`config.mk`:
```
export PLATFORM = sky130hd
export DESIGN_NAME = usb_tx_line_encoder
export DESIGN_NICKNAME = d
export VERILOG_FILES = /design/src/rtl/usb_tx_line_encoder.sv
export SDC_FILE = /design/constraint.sdc
export NUM_CORES = 1
export LEC_CHECK = 0
export ABC_AREA = 1
export CAP_MARGIN = 10
export CORE_UTILIZATION = 38
export DETAILED_ROUTE_END_ITERATION = 7
export PLACE_DENSITY = 0.6
export SYNTH_ARGS = -nofsm -noshare
export SYNTH_HDL_FRONTEND = slang
export SYNTH_SLANG_ARGS = --single-unit
```
`constraint.sdc`:
```
create_clock -name clk -period 2.24 [get_ports clk]
set_input_delay 0.448 -clock clk [delete_from_list [all_inputs] [get_ports clk]]
set_output_delay 0.448 -clock clk [all_outputs]
set_load 0.005 [all_outputs]
```
`src/rtl/usb_tx_line_encoder.sv`:
```
// USB full-speed transmit line encoder.
// Serializes bytes LSB first with bit stuffing and NRZI, drives D+/D-,
// and terminates each packet with SE0,SE0,J.
module usb_tx_line_encoder #(
    parameter int unsigned CLKS_PER_BIT = 8
) (
    input  logic       clk,
    input  logic       rst,
    input  logic [7:0] tx_data,
    input  logic       tx_valid,
    input  logic       tx_last,
    output logic       tx_ready,
    output logic       d_plus,
    output logic       d_minus,
    output logic       tx_busy,
    output logic       eop_done,
    output logic       tx_err
);

    localparam int unsigned   TW     = $clog2(CLKS_PER_BIT);
    localparam logic [TW-1:0] T_LAST = TW'(CLKS_PER_BIT - 1);

    typedef enum logic [2:0] {
        S_IDLE,
        S_SEND,
        S_STUFF,
        S_EOP_SE0,
        S_EOP_J
    } state_t;

    state_t        r_state;
    logic [7:0]    r_hold;
    logic          r_hold_full;
    logic          r_hold_last;
    logic [7:0]    r_shift;
    logic [2:0]    r_bit_idx;
    logic          r_last;
    logic          r_pend;       // byte loaded from IDLE, first bit not yet on the line
    logic [2:0]    r_ones;
    logic [TW-1:0] r_timer;
    logic          r_eop_cnt;
    logic          r_level;      // 1 = J, 0 = K for the most recent non-SE0 bit
    logic          r_dp;
    logic          r_dm;
    logic          r_busy;
    logic          r_eop_done;
    logic          r_err;

    logic       w_bit_end;
    logic       w_sending;
    logic       w_acc_hold;
    logic       w_stuff_now;
    logic       w_adv;
    logic       w_byte_end;
    logic       w_load;
    logic       w_take_hold;
    logic       w_bypass;
    logic       w_next_bit;
    logic       w_next_level;
    logic [2:0] w_next_ones;

    // Bit-boundary decode and next-bit selection
    always_comb begin
        w_bit_end   = (r_timer == T_LAST);
        w_sending   = (r_state == S_SEND) || (r_state == S_STUFF);
        // STUFF is part of the sending phase, so the holding register stays open
        // there; otherwise tx_ready=1 would be presented without an accept.
        w_acc_hold  = w_sending && tx_valid && !r_hold_full;
        w_stuff_now = (r_state == S_SEND) && !r_pend && (r_ones == 3'd6);
        w_adv       = w_sending && w_bit_end && !w_stuff_now;
        w_byte_end  = !r_pend && (r_bit_idx == 3'd7);
        w_load      = w_byte_end && !r_last && (r_hold_full || w_acc_hold);
        w_take_hold = w_adv && w_byte_end && !r_last && r_hold_full;
        // A byte arriving exactly at an empty-holding byte boundary goes straight
        // to the shift register instead of causing an underrun.
        w_bypass    = w_adv && w_byte_end && !r_last && !r_hold_full && w_acc_hold;

        if (r_pend) begin
            w_next_bit = r_shift[0];
        end else if (!w_byte_end) begin
            w_next_bit = r_shift[1];
        end else if (r_hold_full) begin
            w_next_bit = r_hold[0];
        end else begin
            w_next_bit = tx_data[0];
        end

        w_next_level = w_next_bit ? r_level : ~r_level;
        if (!w_next_bit) begin
            w_next_ones = '0;
        end else if (r_ones == 3'd6) begin
            w_next_ones = r_ones;
        end else begin
            w_next_ones = r_ones + 3'd1;
        end
    end

    // Line FSM: bit timer, shifting, stuffing, NRZI, EOP and holding register
    always_ff @(posedge clk) begin
        if (rst) begin
            r_state     <= S_IDLE;
            r_hold      <= '0;
            r_hold_full <= 1'b0;
            r_hold_last <= 1'b0;
            r_shift     <= '0;
            r_bit_idx   <= '0;
            r_last      <= 1'b0;
            r_pend      <= 1'b0;
            r_ones      <= '0;
            r_timer     <= '0;
            r_eop_cnt   <= 1'b0;
            r_level     <= 1'b1;
            r_dp        <= 1'b1;
            r_dm        <= 1'b0;
            r_busy      <= 1'b0;
            r_eop_done  <= 1'b0;
            r_err       <= 1'b0;
        end else begin
            r_eop_done <= 1'b0;
            r_err      <= 1'b0;

            if (r_state == S_IDLE) begin
                r_timer <= '0;
            end else if (w_bit_end) begin
                r_timer <= '0;
            end else begin
                r_timer <= r_timer + 1'b1;
            end

            unique case (r_state)
                S_IDLE: begin
                    if (tx_valid) begin
                        r_state   <= S_SEND;
                        r_shift   <= tx_data;
                        r_last    <= tx_last;
                        r_bit_idx <= '0;
                        r_ones    <= '0;
                        r_pend    <= 1'b1;
                        // force a boundary on the next edge so bit 0 starts there
                        r_timer   <= T_LAST;
                    end
                end

                S_SEND, S_STUFF: begin
                    if (w_bit_end) begin
                        if (w_stuff_now) begin
                            r_state <= S_STUFF;
                            r_level <= ~r_level;
                            r_dp    <= ~r_level;
                            r_dm    <= r_level;
                            r_ones  <= '0;
                        end else if (r_pend || !w_byte_end || w_load) begin
                            if (w_load) begin
                                r_shift   <= r_hold_full ? r_hold : tx_data;
                                r_last    <= r_hold_full ? r_hold_last : tx_last;
                                r_bit_idx <= '0;
                            end else if (!r_pend) begin
                                r_shift   <= {1'b0, r_shift[7:1]};
                                r_bit_idx <= r_bit_idx + 3'd1;
                            end
                            r_pend  <= 1'b0;
                            r_state <= S_SEND;
                            r_busy  <= 1'b1;
                            r_level <= w_next_level;
                            r_dp    <= w_next_level;
                            r_dm    <= ~w_next_level;
                            r_ones  <= w_next_ones;
                        end else begin
                            r_err     <= !r_last;
                            r_state   <= S_EOP_SE0;
                            r_eop_cnt <= 1'b0;
                            r_dp      <= 1'b0;
                            r_dm      <= 1'b0;
                        end
                    end
                end

                S_EOP_SE0: begin
                    if (w_bit_end) begin
                        if (!r_eop_cnt) begin
                            r_eop_cnt <= 1'b1;
                        end else begin
                            r_state <= S_EOP_J;
                            r_level <= 1'b1;
                            r_dp    <= 1'b1;
                            r_dm    <= 1'b0;
                        end
                    end
                end

                S_EOP_J: begin
                    if (w_bit_end) begin
                        r_state    <= S_IDLE;
                        r_busy     <= 1'b0;
                        r_eop_done <= 1'b1;
                    end
                end

                default: begin
                    r_state <= S_IDLE;
                end
            endcase

            // Holding register. A byte accepted after the final byte has no
            // packet to join, so it is dropped when the line returns to IDLE.
            if (w_acc_hold && !w_bypass) begin
                r_hold      <= tx_data;
                r_hold_last <= tx_last;
                r_hold_full <= 1'b1;
            end else if (w_take_hold) begin
                r_hold_full <= 1'b0;
            end else if ((r_state == S_EOP_J) && w_bit_end) begin
                r_hold_full <= 1'b0;
            end
        end
    end

    assign tx_ready = !r_hold_full;
    assign d_plus   = r_dp;
    assign d_minus  = r_dm;
    assign tx_busy  = r_busy;
    assign eop_done = r_eop_done;
    assign tx_err   = r_err;

endmodule

```
==> results.yml, run 1 <==
min_path:
  holdPathStages: 2
  min_from: "tx_busy"
  hold_end: "tx_busy"
  hp-class: "flop to flop"
power_and_ir_drop:
  p_clk_frac: 0.317
  p_per_area_nw_per_um2: 672.6
  power.leakage_uw: 0.001218
  internal-power_uw: 1186
  ir_drop_mv: 0.2641
  p_sw_uw: 555.7
  comb_power_share: 0.231
  switching_share: 0.3191
  power_uw: 1741
  seq_power_share: 0.453
grt:
  antenna_found_initial: 0
  grt_max_degree: 27
  grt_use_total: 0.1749
  grt_remaining_overflow: 0
  grt_pass1_vias: 1894
  grt_pass1_wl_um: 8452
job:
  maxCapViolCount: 0
critical_path:
  crit_family: "simple AND/OR/NAND/NOR gates"
  worstPathMaxFanout: 20
  path_buf_inv: 1
  crit-reg2reg-capture: "r_shift[1]"
  worstSetupPathType: "flop to flop"
  r2r_cells: 9
  required_ns: 2.44
  worst_path_largest_cell_delay_ns: 0.36
  r2r_slack_ns: 0.30
  worstPathCellList: "ha_1 > ha_1 > inv_1 > nor3_4 > nand2_4 > nand3_2 > nand3_4 > nor2_1 > nor2_1"
  endpoint_kind: "flop"
  cp_slowest_cell: "dfxtp_1"
  worstSetupStartpointType: "flop"
  arrival_ns: 2.14
  rr_startpoint: "r_bit_idx[0]"
clock_network:
  cts_max_level: 2
  cts_tree: "yes"
  numCtsBuffers: 5
  postCtsSetupRepairBufs: 0
  clkLatencyLatePin_ns: 0.31
  root_buffer: "clkbuf_8"
  cts_sinks: 39
  cts_hold_buf: 0
  clock_path_buffers: 2
  cts.clk_slew.worst_paths_ns: 0.08
  cts_resized: 0
timing:
  post-route-period-util: 0.8653
  skew_ns: 0.007623
  fin_tns_setup_ns: 0
  worstMarginPinSlew_ns: 0.4120
  hold_viol_final: 0
  finalMaxSlewViolations: 0
  fin_crit_ns: 1.938
  maxSlewHeadroom: 0.7254
  setup_viol: 0
  finalWorstSetupSlack_ns: 0.3018
  rsz0062_at_grt: "false"
  fmax_mhz: 515.9
yosys:
  ys_seq_area_frac: 0.3457
  synth_fa_ha_area_frac: 0.03324
  ys_warn_count: 0
  synth.avg_cell_area_sq_um: 6.742
  synth_top_family_by_area: "simple AND/OR/NAND/NOR gates"
  syn_nets: 353
  yosys_most_used_dff: "dfxtp_1"
  synth_simple_gate_area_frac: 0.4172
  async_flop_share: 0
  synth_area_sq_um: 2258
  muxShareOfSynthArea: 0.02659
  synth-compound-area-share: 0.07368
  synth-seq-cells: 39
  synth_cells: 335
  netlist-cell-type-count: 30
  synth-xor-area-share: 0.003878
  synth_edf_count: 0
detailed_routing:
  dr_total_vias: 2004
  drt_pre_antenna_iters: 6
  post-route-drc-count: 0
  final_antenna_net_count: 0
  vias_per_cell: 4.693
  wl_per_cell_um: 11.54
  drt-total-wl_um: 4929
  drt_iter0_drc: 120
floorplanning:
  rows: 27
  fp.coreArea_sq_um: 5608
  start_util: 0.4027
  dieWidth_um: 79.09
  num_io_pins: 18
  dieHeight_um: 79.09
  die_area_sq_um: 6255
final_layout:
  flow.area_growth_from_synthesis_pct: 14.63
  final_common_cell: "nand2_1"
  fillers: 606
  fin_nets: 372
  drive_gt1_frac: 0.1268
  antenna_cells: 0
  layout_common_cells: "85 x nand2_1, 61 x nor2_1, 39 x dfxtp_1, 33 x inv_1, 29 x nand3_1"
  finalInstanceArea_sq_um: 2589
outcome:
  outcome: "finished, final reports clean"
placed_design:
  io_buffer_count: 17
  place_area_sq_um: 2477
  globalplace.congestion: 0.7985
  dp_hpwl_um: 3493
  place_ws_ns: -0.03175
-- worst max path at each step --
stage                 start         end  cells past startpoint
2_1_floorplan  r_bit_idx[0]  r_shift[0]                     10
4_1_cts        r_bit_idx[0]  r_shift[1]                      9
5_1_grt        r_bit_idx[0]  r_shift[3]                     10
3_3_place_gp       tx_valid  r_shift[0]                      8
6_report       r_bit_idx[0]  r_shift[1]                      9
3_5_place_dp       tx_valid  r_shift[1]                      8
-- tightest hold or removal path, stage by stage (launching register included) --
cell	delay, ns
dfxtp_1	0.31
inv_1	0.05
a21oi_1	0.05
-- final cells by class --
type / instances / area (sq um) / share of cell area
clock buffer: 7 / 96.34 / 0.03722
clock inverter: 1 / 7.507 / 0.002900
inverter: 39 / 146.4 / 0.05655
multi-input combinational: 247 / 1260 / 0.4867
sequential: 39 / 780.7 / 0.3016
tap: 72 / 90.09 / 0.03480
timing repair buffer: 22 / 207.7 / 0.08023
-- flip-flops by register name, indices dropped and copies added (netlist names), 3 cells and up --
signal and count:
r_state 3, r_timer 3, r_bit_idx 3, r_ones 3
r_shift 8, r_hold 8
-- layer usage --
metal | up-vias | wire [um] | share of wire | track usage
met1 | 890 | 2493 | 0.51 | 0.2140
met4 | 0 | 60 | 0.012 | 0.06727
met3 | 4 | 129 | 0.026 | 0.03448
met2 | 24 | 2245 | 0.46 | 0.3000
li1 | 1086 | - | - | -
met5 | - | 0 | 0 | 0
-- cell families (layout without fill, tap and decap cells) --
group / Yosys count / in the layout
buffers and inverters: 49 / 69
muxes: 6 / 6
and+or+nand+nor: 203 / 203
adders and majority gates: 6 / 6
xor gates and xnor gates: 1 / 1
DFF: 39 / 39
AOI/OAI and AO/OA: 31 / 31
-- synthesized netlist by cell type, types with 2 or more instances --
master   number  share of area
a21oi_1      14          0.031
buf_2         3         0.0066
buf_4         2         0.0066
buf_6         4          0.020
dfxtp_1      39           0.35
ha_1          6          0.033
inv_1        33          0.055
inv_2         6          0.010
mux2i_1       6          0.027
nand2_1      85           0.14
nand2_2       7          0.019
nand2_4       3          0.015
nand3_1      29          0.064
nand3_2       5          0.022
nand4_1       2         0.0055
nor2_1       61           0.10
nor2_2        2         0.0055
nor2_4        2          0.010
o21ai_0      14          0.031
o21ai_2       2         0.0078
-- power by group through the flow --
stage | clock network [uW] | logic, uW | registers (uW)
floorplan | 0 | 321 | 794
global placement | 0 | 396 | 803
detailed placement | 0 | 399 | 805
CTS | 564 | 402 | 789
global route | 591 | 463 | 794
finish | 552 | 401 | 788
-- stage by stage --
stage	util	instances	hold slack [ns]
floorplan	-	335	0.4243
CTS	0.4603	427	0.4527
finish	0.4616	427	0.4519
detailed placement	0.4418	419	0.4430
global placement	0.4418	419	0.4365
global route	0.4616	427	0.4817
Note: power is estimated with default switching activity, not from simulation.
==> run 2: changes to the inputs <==
--- a/config.mk
+++ b/config.mk
@@ -8,6 +8,7 @@
 export ABC_AREA = 1
 export CAP_MARGIN = 10
 export CORE_UTILIZATION = 38
+export CTS_CLUSTER_DIAMETER = 50
 export DETAILED_ROUTE_END_ITERATION = 7
 export PLACE_DENSITY = 0.6
 export SYNTH_ARGS = -nofsm -noshare
==> results of run 2 <==
Final layout, timing and power as in run 1 (identical DEF).
==> run 3: changes to the inputs <==
--- a/config.mk
+++ b/config.mk
@@ -11,6 +11,7 @@
 export CTS_CLUSTER_DIAMETER = 50
 export DETAILED_ROUTE_END_ITERATION = 7
 export PLACE_DENSITY = 0.6
+export SKIP_LAST_GASP = 1
 export SYNTH_ARGS = -nofsm -noshare
 export SYNTH_HDL_FRONTEND = slang
 export SYNTH_SLANG_ARGS = --single-unit
==> results of run 3 <==
Final layout, timing and power as in run 1 (identical DEF).
